### src/rtl/rns_to_bin.sv
// rns_to_bin: sequential mixed-radix reverse converter, moduli {233,239,241,251}.
// Ports: clk, reset (sync, active-high); in_valid/in_ready/x_rns accept one packed
// residue word; out_valid/out_ready/y/err present the 32-bit result.
// Optional macro RNS_SIGNED_OUT_EN: y is presented as signed two's complement.
module rns_to_bin (
    input  logic        clk,
    input  logic        reset,
    input  logic        in_valid,
    output logic        in_ready,
    input  logic [31:0] x_rns,
    output logic        out_valid,
    input  logic        out_ready,
    output logic [31:0] y,
    output logic        err
);

    localparam logic [3:0] S_IDLE = 4'd0;
    localparam logic [3:0] S_D2   = 4'd1;
    localparam logic [3:0] S_D3A  = 4'd2;
    localparam logic [3:0] S_D3B  = 4'd3;
    localparam logic [3:0] S_D4A  = 4'd4;
    localparam logic [3:0] S_D4B  = 4'd5;
    localparam logic [3:0] S_D4C  = 4'd6;
    localparam logic [3:0] S_H1   = 4'd7;
    localparam logic [3:0] S_H2   = 4'd8;
    localparam logic [3:0] S_H3   = 4'd9;
    localparam logic [3:0] S_OUT  = 4'd10;

    // Reduction select for the shared modular multiplier
    localparam logic [1:0] SEL_239 = 2'd0;
    localparam logic [1:0] SEL_241 = 2'd1;
    localparam logic [1:0] SEL_251 = 2'd2;

`ifdef RNS_SIGNED_OUT_EN
    localparam logic [31:0] M_RANGE = 32'd3368562317;
    localparam logic [31:0] HALF_M  = 32'd1684281159;
`endif

    logic [3:0]  state;
    logic [23:0] x_q;      // r2..r4; r1 lives in a1
    logic [7:0]  a1;
    logic [7:0]  a2;
    logic [7:0]  a3;
    logic [7:0]  a4;
    logic [7:0]  t_q;
    logic [7:0]  u_q;
    logic [31:0] h_q;
    logic        err_q;

    logic [7:0]  r2;
    logic [7:0]  r3;
    logic [7:0]  r4;

    assign r2 = x_q[7:0];
    assign r3 = x_q[15:8];
    assign r4 = x_q[23:16];

    assign in_ready = (state == S_IDLE);

    // ---------------------------------------------------------------
    // Shared modular unit: ((op_a - op_b) mod m) * op_k mod m
    // ---------------------------------------------------------------
    logic [7:0]  op_a;
    logic [7:0]  op_b;
    logic [7:0]  op_m;
    logic [7:0]  op_k;
    logic [1:0]  op_sel;
    logic [8:0]  diff9;
    logic [7:0]  diff;
    logic [15:0] prod;
    logic [15:0] rem239;
    logic [15:0] rem241;
    logic [15:0] rem251;
    logic [7:0]  mod_res;

    always_comb begin
        op_a   = 8'd0;
        op_b   = 8'd0;
        op_m   = 8'd239;
        op_k   = 8'd0;
        op_sel = SEL_239;
        unique case (state)
            S_D2: begin
                op_a   = r2;
                op_b   = a1;
                op_m   = 8'd239;
                op_k   = 8'd199;
                op_sel = SEL_239;
            end
            S_D3A: begin
                op_a   = r3;
                op_b   = a1;
                op_m   = 8'd241;
                op_k   = 8'd30;
                op_sel = SEL_241;
            end
            S_D3B: begin
                op_a   = t_q;
                op_b   = a2;
                op_m   = 8'd241;
                op_k   = 8'd120;
                op_sel = SEL_241;
            end
            S_D4A: begin
                op_a   = r4;
                op_b   = a1;
                op_m   = 8'd251;
                op_k   = 8'd237;
                op_sel = SEL_251;
            end
            S_D4B: begin
                op_a   = u_q;
                op_b   = a2;
                op_m   = 8'd251;
                op_k   = 8'd230;
                op_sel = SEL_251;
            end
            S_D4C: begin
                op_a   = u_q;
                op_b   = a3;
                op_m   = 8'd251;
                op_k   = 8'd25;
                op_sel = SEL_251;
            end
            default: begin
                op_a   = 8'd0;
                op_b   = 8'd0;
                op_m   = 8'd239;
                op_k   = 8'd0;
                op_sel = SEL_239;
            end
        endcase
    end

    always_comb begin
        // Negative difference wraps by adding m; the result is then < m.
        // Out-of-range raw bytes may exceed m here, but the reduction
        // below still bounds the digit and the result is discarded.
        if (op_a >= op_b) begin
            diff9 = {1'b0, op_a} - {1'b0, op_b};
        end else begin
            diff9 = {1'b0, op_a} + {1'b0, op_m} - {1'b0, op_b};
        end
        diff   = diff9[7:0];
        prod   = {8'd0, diff} * {8'd0, op_k};
        rem239 = prod % 16'd239;
        rem241 = prod % 16'd241;
        rem251 = prod % 16'd251;
        unique case (op_sel)
            SEL_241: mod_res = rem241[7:0];
            SEL_251: mod_res = rem251[7:0];
            default: mod_res = rem239[7:0];
        endcase
    end

    // ---------------------------------------------------------------
    // Horner accumulation: h = add + k * base, always 32-bit unsigned
    // ---------------------------------------------------------------
    logic [31:0] hb_base;
    logic [31:0] hb_k;
    logic [31:0] hb_add;
    logic [31:0] h_next;
    logic [31:0] y_final;

    always_comb begin
        hb_base = h_q;
        hb_k    = 32'd0;
        hb_add  = 32'd0;
        unique case (state)
            S_H1: begin
                hb_base = {24'd0, a4};
                hb_k    = 32'd241;
                hb_add  = {24'd0, a3};
            end
            S_H2: begin
                hb_base = h_q;
                hb_k    = 32'd239;
                hb_add  = {24'd0, a2};
            end
            S_H3: begin
                hb_base = h_q;
                hb_k    = 32'd233;
                hb_add  = {24'd0, a1};
            end
            default: begin
                hb_base = h_q;
                hb_k    = 32'd0;
                hb_add  = 32'd0;
            end
        endcase
        h_next = hb_add + hb_base * hb_k;
`ifdef RNS_SIGNED_OUT_EN
        // Upper half of the range maps to negatives; wraps mod 2^32
        if (h_next >= HALF_M) begin
            y_final = h_next - M_RANGE;
        end else begin
            y_final = h_next;
        end
`else
        y_final = h_next;
`endif
    end

    // ---------------------------------------------------------------
    // Control FSM and state registers
    // ---------------------------------------------------------------
    always_ff @(posedge clk) begin
        if (reset) begin
            state     <= S_IDLE;
            x_q       <= 24'd0;
            a1        <= 8'd0;
            a2        <= 8'd0;
            a3        <= 8'd0;
            a4        <= 8'd0;
            t_q       <= 8'd0;
            u_q       <= 8'd0;
            h_q       <= 32'd0;
            err_q     <= 1'b0;
            out_valid <= 1'b0;
            y         <= 32'd0;
            err       <= 1'b0;
        end else begin
            unique case (state)
                S_IDLE: begin
                    if (in_valid) begin
                        x_q   <= x_rns[31:8];
                        a1    <= x_rns[7:0];
                        err_q <= (x_rns[7:0]   >= 8'd233) |
                                 (x_rns[15:8]  >= 8'd239) |
                                 (x_rns[23:16] >= 8'd241) |
                                 (x_rns[31:24] >= 8'd251);
                        state <= S_D2;
                    end
                end
                S_D2: begin
                    a2    <= mod_res;
                    state <= S_D3A;
                end
                S_D3A: begin
                    t_q   <= mod_res;
                    state <= S_D3B;
                end
                S_D3B: begin
                    a3    <= mod_res;
                    state <= S_D4A;
                end
                S_D4A: begin
                    u_q   <= mod_res;
                    state <= S_D4B;
                end
                S_D4B: begin
                    u_q   <= mod_res;
                    state <= S_D4C;
                end
                S_D4C: begin
                    a4    <= mod_res;
                    state <= S_H1;
                end
                S_H1: begin
                    h_q   <= h_next;
                    state <= S_H2;
                end
                S_H2: begin
                    h_q   <= h_next;
                    state <= S_H3;
                end
                S_H3: begin
                    h_q       <= h_next;
                    y         <= err_q ? 32'd0 : y_final;
                    err       <= err_q;
                    out_valid <= 1'b1;
                    state     <= S_OUT;
                end
                S_OUT: begin
                    if (out_ready) begin
                        out_valid <= 1'b0;
                        state     <= S_IDLE;
                    end
                end
                default: begin
                    out_valid <= 1'b0;
                    state     <= S_IDLE;
                end
            endcase
        end
    end

endmodule

### config.mk
export PLATFORM = sky130hd
export DESIGN_NAME = rns_to_bin
export DESIGN_NICKNAME = d
export VERILOG_FILES = /design/src/rtl/rns_to_bin.sv
export SDC_FILE = /design/constraint.sdc
export NUM_CORES = 1
export LEC_CHECK = 0
export CORE_ASPECT_RATIO = 0.7
export CORE_MARGIN = 4
export CORE_UTILIZATION = 40
export DETAILED_ROUTE_END_ITERATION = 16
export GPL_TIMING_DRIVEN = 0
export HOLD_SLACK_MARGIN = 0.05
export PLACE_DENSITY = 0.65
export RECOVER_POWER = 50
export SYNTH_ARGS = -nofsm -noshare
export SYNTH_HDL_FRONTEND = slang
export SYNTH_SLANG_ARGS = --single-unit
### constraint.sdc
create_clock -name clk -period 34.7 [get_ports clk]
set_clock_uncertainty 0.15 [all_clocks]
set_input_delay 6.94 -clock clk [delete_from_list [all_inputs] [get_ports clk]]
set_output_delay 6.94 -clock clk [all_outputs]
set_load 0.01 [all_outputs]
## After elaboration in Yosys (flattened, before gate mapping)

Cells that the tools add are included.

- $add $sub $neg: 4
- $mul: 2
- Div/mod/pow operators: 3
- $lt $le $gt $ge: 5
- Eq/ne operators: 14
- Muxes and demuxes: 16
- Bitwise operators: 4
- Reduce and logical (&&, ||, !) cells: 12

Operators with widths:

| operator | count |
|---|---|
| 8-bit case mux with 3 select lines | 3 |
| 32-bit 2-to-1 mux | 2 |
| 16-bit by 8-bit modulo with 16-bit output, second input constant | 3 |
| 8-bit case mux with 6 select lines | 1 |
| 4-bit case mux with 11 select lines | 1 |
| 8-bit case mux with 5 select lines | 1 |
| 32-bit adder | 1 |
| 8-bit greater-or-equal comparator, second input constant | 4 |
| 32-bit by 32-bit multiplier with 32-bit output | 1 |
| 4-bit by 3-bit == test with 1-bit output, second input constant | 4 |
| 8-bit by 8-bit multiplier with 16-bit output | 1 |
| 8-bit case mux with 2 select lines | 1 |
| 8-bit subtractor | 2 |
| 4-bit == test, second input constant | 3 |
| 5-bit case mux with 2 select lines | 1 |
| 3-bit OR reduction | 3 |
| 9-bit OR reduction | 1 |
| 8-bit adder | 1 |
| 4-bit by 2-bit == test with 1-bit output, second input constant | 2 |
| 8-bit greater-or-equal comparator | 1 |
| 4-bit 2-to-1 mux | 2 |
| 8-bit 2-to-1 mux | 1 |
| 2-bit OR reduction | 4 |
| 2-bit AND reduction | 3 |
| 10 further kinds | 13 |

- Register bits after elaboration: 143
- Output and inout port bits: 35
- Logic and storage cells: 73

## Longest topological paths before layout

- Word-level depth: 9
- Depth in mapped cells: 128
- Mapped depth without buffers: 125

## Worst setup path before layout

OpenSTA, ideal clock, no wires.

- Path type: register to register
- Start point: register state[3]
- End point: register a2[7]
- Data arrival time: 25092 ps
- Data required time: 34430 ps
- Slack: 9338 ps
- Cell stages (with the launch flop): 124
- Path buffers: 5
- Path through: dfxtp_1 clkbuf_1 clkbuf_1 nor2b_1 nand2_1 ha_1 inv_1 nor2_1 a31o_2 ha_1 inv_1 fa_1 a21o_1 a21oi_1 o21ai_0 a21oi_1 o221ai_1 a21oi_1 [88 not listed] o21ai_2 buf_2 nand2_1 nand2_1 ha_1 nor2b_1 o21ai_0 nand2b_1 a31o_2 a21oi_1 nor2_1 nand4b_1 o21a_1 o211ai_1 or4b_1 o211a_1 buf_6 a211o_1

- Word-level cells in the longest chain between the ends: 9

RTL lines:

| what | line | RTL |
|---|---|---|
| start: declaration | 39 | `logic [3:0] state;` |
| start signal: assignment | 209 | `state <= S_IDLE;` |
| start signal: assignment | 232 | `state <= S_D2;` |
| start signal: assignment | 237 | `state <= S_D3A;` |
| 4-bit by 3-bit == test with 1-bit output / 4-bit by 2-bit == test with 1-bit output (equally long branches) | 82 | `unique case (state)` |
| 2-bit OR reduction (no line) / 3-bit OR reduction (equally long branches) | - |  |
| 8-bit case mux with 5 select lines / 5-bit case mux with 2 select lines (equally long branches) | 82 |  |
| 8-bit adder | 142 | `diff9 = {1'b0, op_a} + {1'b0, op_m} - {1'b0, op_b};` |
| 8-bit subtractor | 142 |  |
| 8-bit 2-to-1 mux | 139 | `if (op_a >= op_b) begin` |
| 8-bit by 8-bit multiplier with 16-bit output | 145 | `prod = {8'd0, diff} * {8'd0, op_k};` |
| 16-bit by 8-bit modulo with 16-bit output, on equally long branches | 146, 147, 148 |  |
| 8-bit case mux with 2 select lines | 149 | `unique case (op_sel)` |
| end signal: assignment | 236 | `a2 <= mod_res;` |
| end: declaration | 42 | `logic [7:0] a2;` |

Several ways; a longest one is shown, not always the timed one.
A chain may end at the register's enable or synchronous reset.

## Worst setup path after layout

- Start point: register state[0]
- End point: register a3[6]

- Word-level cells in the longest chain between the ends: 9

RTL lines:

| what | line | RTL |
|---|---|---|
| 4-bit by 3-bit == test with 1-bit output, or another cell as far along | 82 |  |
| 2-bit OR reduction (no line) / 3-bit OR reduction (equally long branches) | - |  |
| 8-bit case mux with 5 select lines / 5-bit case mux with 2 select lines (equally long branches) | 82 |  |
| 8-bit adder | 142 |  |
| 8-bit subtractor | 142 |  |
| 8-bit 2-to-1 mux | 139 |  |
| 8-bit by 8-bit multiplier with 16-bit output | 145 |  |
| 16-bit by 8-bit modulo with 16-bit output, on equally long branches | 146, 147, 148 |  |
| 8-bit case mux with 2 select lines | 149 |  |
| end signal: assignment | 244 | `a3 <= mod_res;` |
| end: declaration | 43 | `logic [7:0] a3;` |

Several ways; a longest one is shown, not always the timed one.

==> out/results.ini <==
[clock_tree]
cts_tree=yes
cts_hold_buffers=0
cts_root_buf=clkbuf_16
cts_setup_buffers=0
htree_levels=4
numCtsBuffers=17
clock_latency_ns=0.45
cts.path.max_buffers=2
cts.sinks=143
cts_resized=0
cts.clk_slew.worst_paths_ns=0.07

[die]
die_x_um=263
io_pins=71
rows=64
coreArea_um2=44300
die_area_um2=48900
die_h_um=186
initial_core_util_pct=41.0

[flow_run]
drv_cap=0

[final_layout]
fillers=4257
seqCellArea_um2=2860
layoutNonFillerInstCount=2841
fin_util_pct=45.8
final_common_cell=nand2_1
final_cell_mix=nand2_1, fa_1, a21oi_1, nor2_1, inv_1
reg_top3=h_q (32), y (32), x_q (24)
area_delta_synth_final_pct=11.7
multi_input_area_um2=14300
n_antenna_cell=0
final_layout_size_suffix_gt1_share_pct=5.07
nets=2634

[placement]
dp_slack_ns=4.57
placedCellCount=2809
hpwl_um=44400
gp_congestion=0.937
portBuffers=70

[synth]
netlist_instances=2128
ys_ff_latch=143
ys_seq_area_share_pct=15.8
synth_enable_flop_cells=0
ys.flop_type=dfxtp_1
synth.avg_cell_area_um2=8.53
synth_warnings=0
synthArstFlopShare_pct=0
synthDistinctLibCells=94
synthesis.area_um2=18100

[detailed_routing]
ant_nets=0
via_count=16200
via_per_inst=5.70
dr.pass1.iters=8
drtIter0Drc=1308
routed_wirelength_um=53100
drcViolationCount=0
wl_per_cell_um=18.7

[critical_path]
slowest_delay_ns=0.85
crit_type=reg -> reg
crit_fanout=10
slowest_stage=nor3_1
crit_required_ns=34.85
arrival_ns=30.89
cpMostUsedCell=a21oi_1
end_kind=register
startpoint_type=register

[sta]
finalCriticalPeriod_ns=30.74
fin_ws_ns=3.96
worst_pin_slew_ns=1.45
hold_violations=0
timing.setup.tns_ns=0
rsz0062_at_grt=false
post-route-period-util_pct=88.6
slew-limit-headroom_pct=2.74
final-max-slew-violation-count=0
finalSetupViolations=0
fmax_mhz=32.5

[status]
outcome=complete, no violations

[min_path]
hold_path_class=reg -> reg

[grt]
grt_usage_pct=21.6
grt_antenna_before_repair=0
grt_pass1_vias=16100
grt_max_degree=21
grt_pass1_wl_um=85800
grt-ovfl-total=0

[worst paths after layout]
path	start	end	slack [ns]	cells past startpoint
setup / recovery	state[0]	a3[6]	3.96	118
hold / removal	a4[5]	a4[5]	0.30	2
setup reg to reg	state[0]	a3[6]	3.96	118
hold reg to reg	a4[5]	a4[5]	0.30	2
[area by class of cell]
class,instances,area share [%]
plain buffers,86,1.82
clock buffers,18,2.17
clock inverters,14,0.840
inverters,170,3.15
multi-input cells,1746,70.8
flip-flops and latches,143,14.1
well taps,594,3.67
repair buffers,70,3.46
[stage by stage]
step	hold slack, ns	cell area, um2
floorplan	0.282	18200
global placement	0.294	19700
detailed placement	0.295	19700
CTS	0.303	20300
global route	0.323	20300
finish	0.302	20300
[synth_stat cells, drive strengths merged (10+ instances only)]
| cell type | instances | area share [%] |
|---|---|---|
| ha | 158 | 11 |
| xnor2 | 78 | 3.8 |
| o21a | 12 | 0.50 |
| nor2 | 182 | 3.8 |
| mux2 | 18 | 1.2 |
| clkbuf | 72 | 1.5 |
| o21bai | 21 | 0.87 |
| inv | 169 | 3.5 |
| o211ai | 13 | 0.59 |
| dfxtp | 143 | 16 |
| and3 | 58 | 2.0 |
| a31oi | 19 | 0.72 |
| nand2 | 245 | 5.1 |
| fa | 206 | 23 |
| nor2b | 13 | 0.45 |
| mux2i | 12 | 0.66 |
| nand3b | 18 | 0.74 |
| or2 | 19 | 0.65 |
| and2 | 33 | 1.1 |
| buf | 14 | 0.54 |
| a21o | 26 | 1.1 |
| nor4b | 12 | 0.61 |
| nor4 | 14 | 0.52 |
| a22oi | 48 | 2.0 |
| o21ai | 55 | 1.5 |
| a21oi | 193 | 5.5 |
| a211o | 13 | 0.63 |
| a211oi | 30 | 1.4 |
| xor2 | 36 | 1.7 |
| nand2b | 22 | 0.76 |
| nor3 | 44 | 1.3 |
| nand3 | 21 | 0.68 |
| nand4 | 10 | 0.38 |
[worst max-delay path: cells and delay by family, from the launching register on]
kind,cells,cell delay [ns]
xor gates and xnor gates,7,2.22
and+or+nand+nor,27,5.66
muxes,3,1.28
AOI/OAI and AO/OA,52,12.85
DFF,1,0.32
adders and majority gates,16,5.91
buffers and inverters,13,2.14
[layer usage]
metal | global-route usage, % | wire length, um | part of all wire [%] | vias up
li1 | - | - | - | 7584
met1 | 33.5 | 26200 | 49 | 7862
met2 | 30.7 | 21100 | 40 | 675
met3 | 4.76 | 4970 | 9.3 | 65
met4 | 4.52 | 891 | 1.7 | 0
met5 | 0 | 0 | 0 | -
[logic make-up (layout without fill, tap and decap cells)]
| kind of cell | after synthesis | after routing | synth area share [%] |
|---|---|---|---|
| fa+ha+maj | 364 | 364 | 33.6 |
| xor+xnor | 114 | 114 | 5.50 |
| buf+inv | 256 | 358 | 5.55 |
| other cells | 2 | 19 | 0.0414 |
| simple gates | 718 | 718 | 19.2 |
| flops | 143 | 143 | 15.8 |
| compound gates | 501 | 501 | 18.5 |
| mux | 30 | 30 | 1.82 |
Power is left out: the tool's default activity adds up to more than one toggle a clock period on the data nets, which glitch-free logic cannot reach.
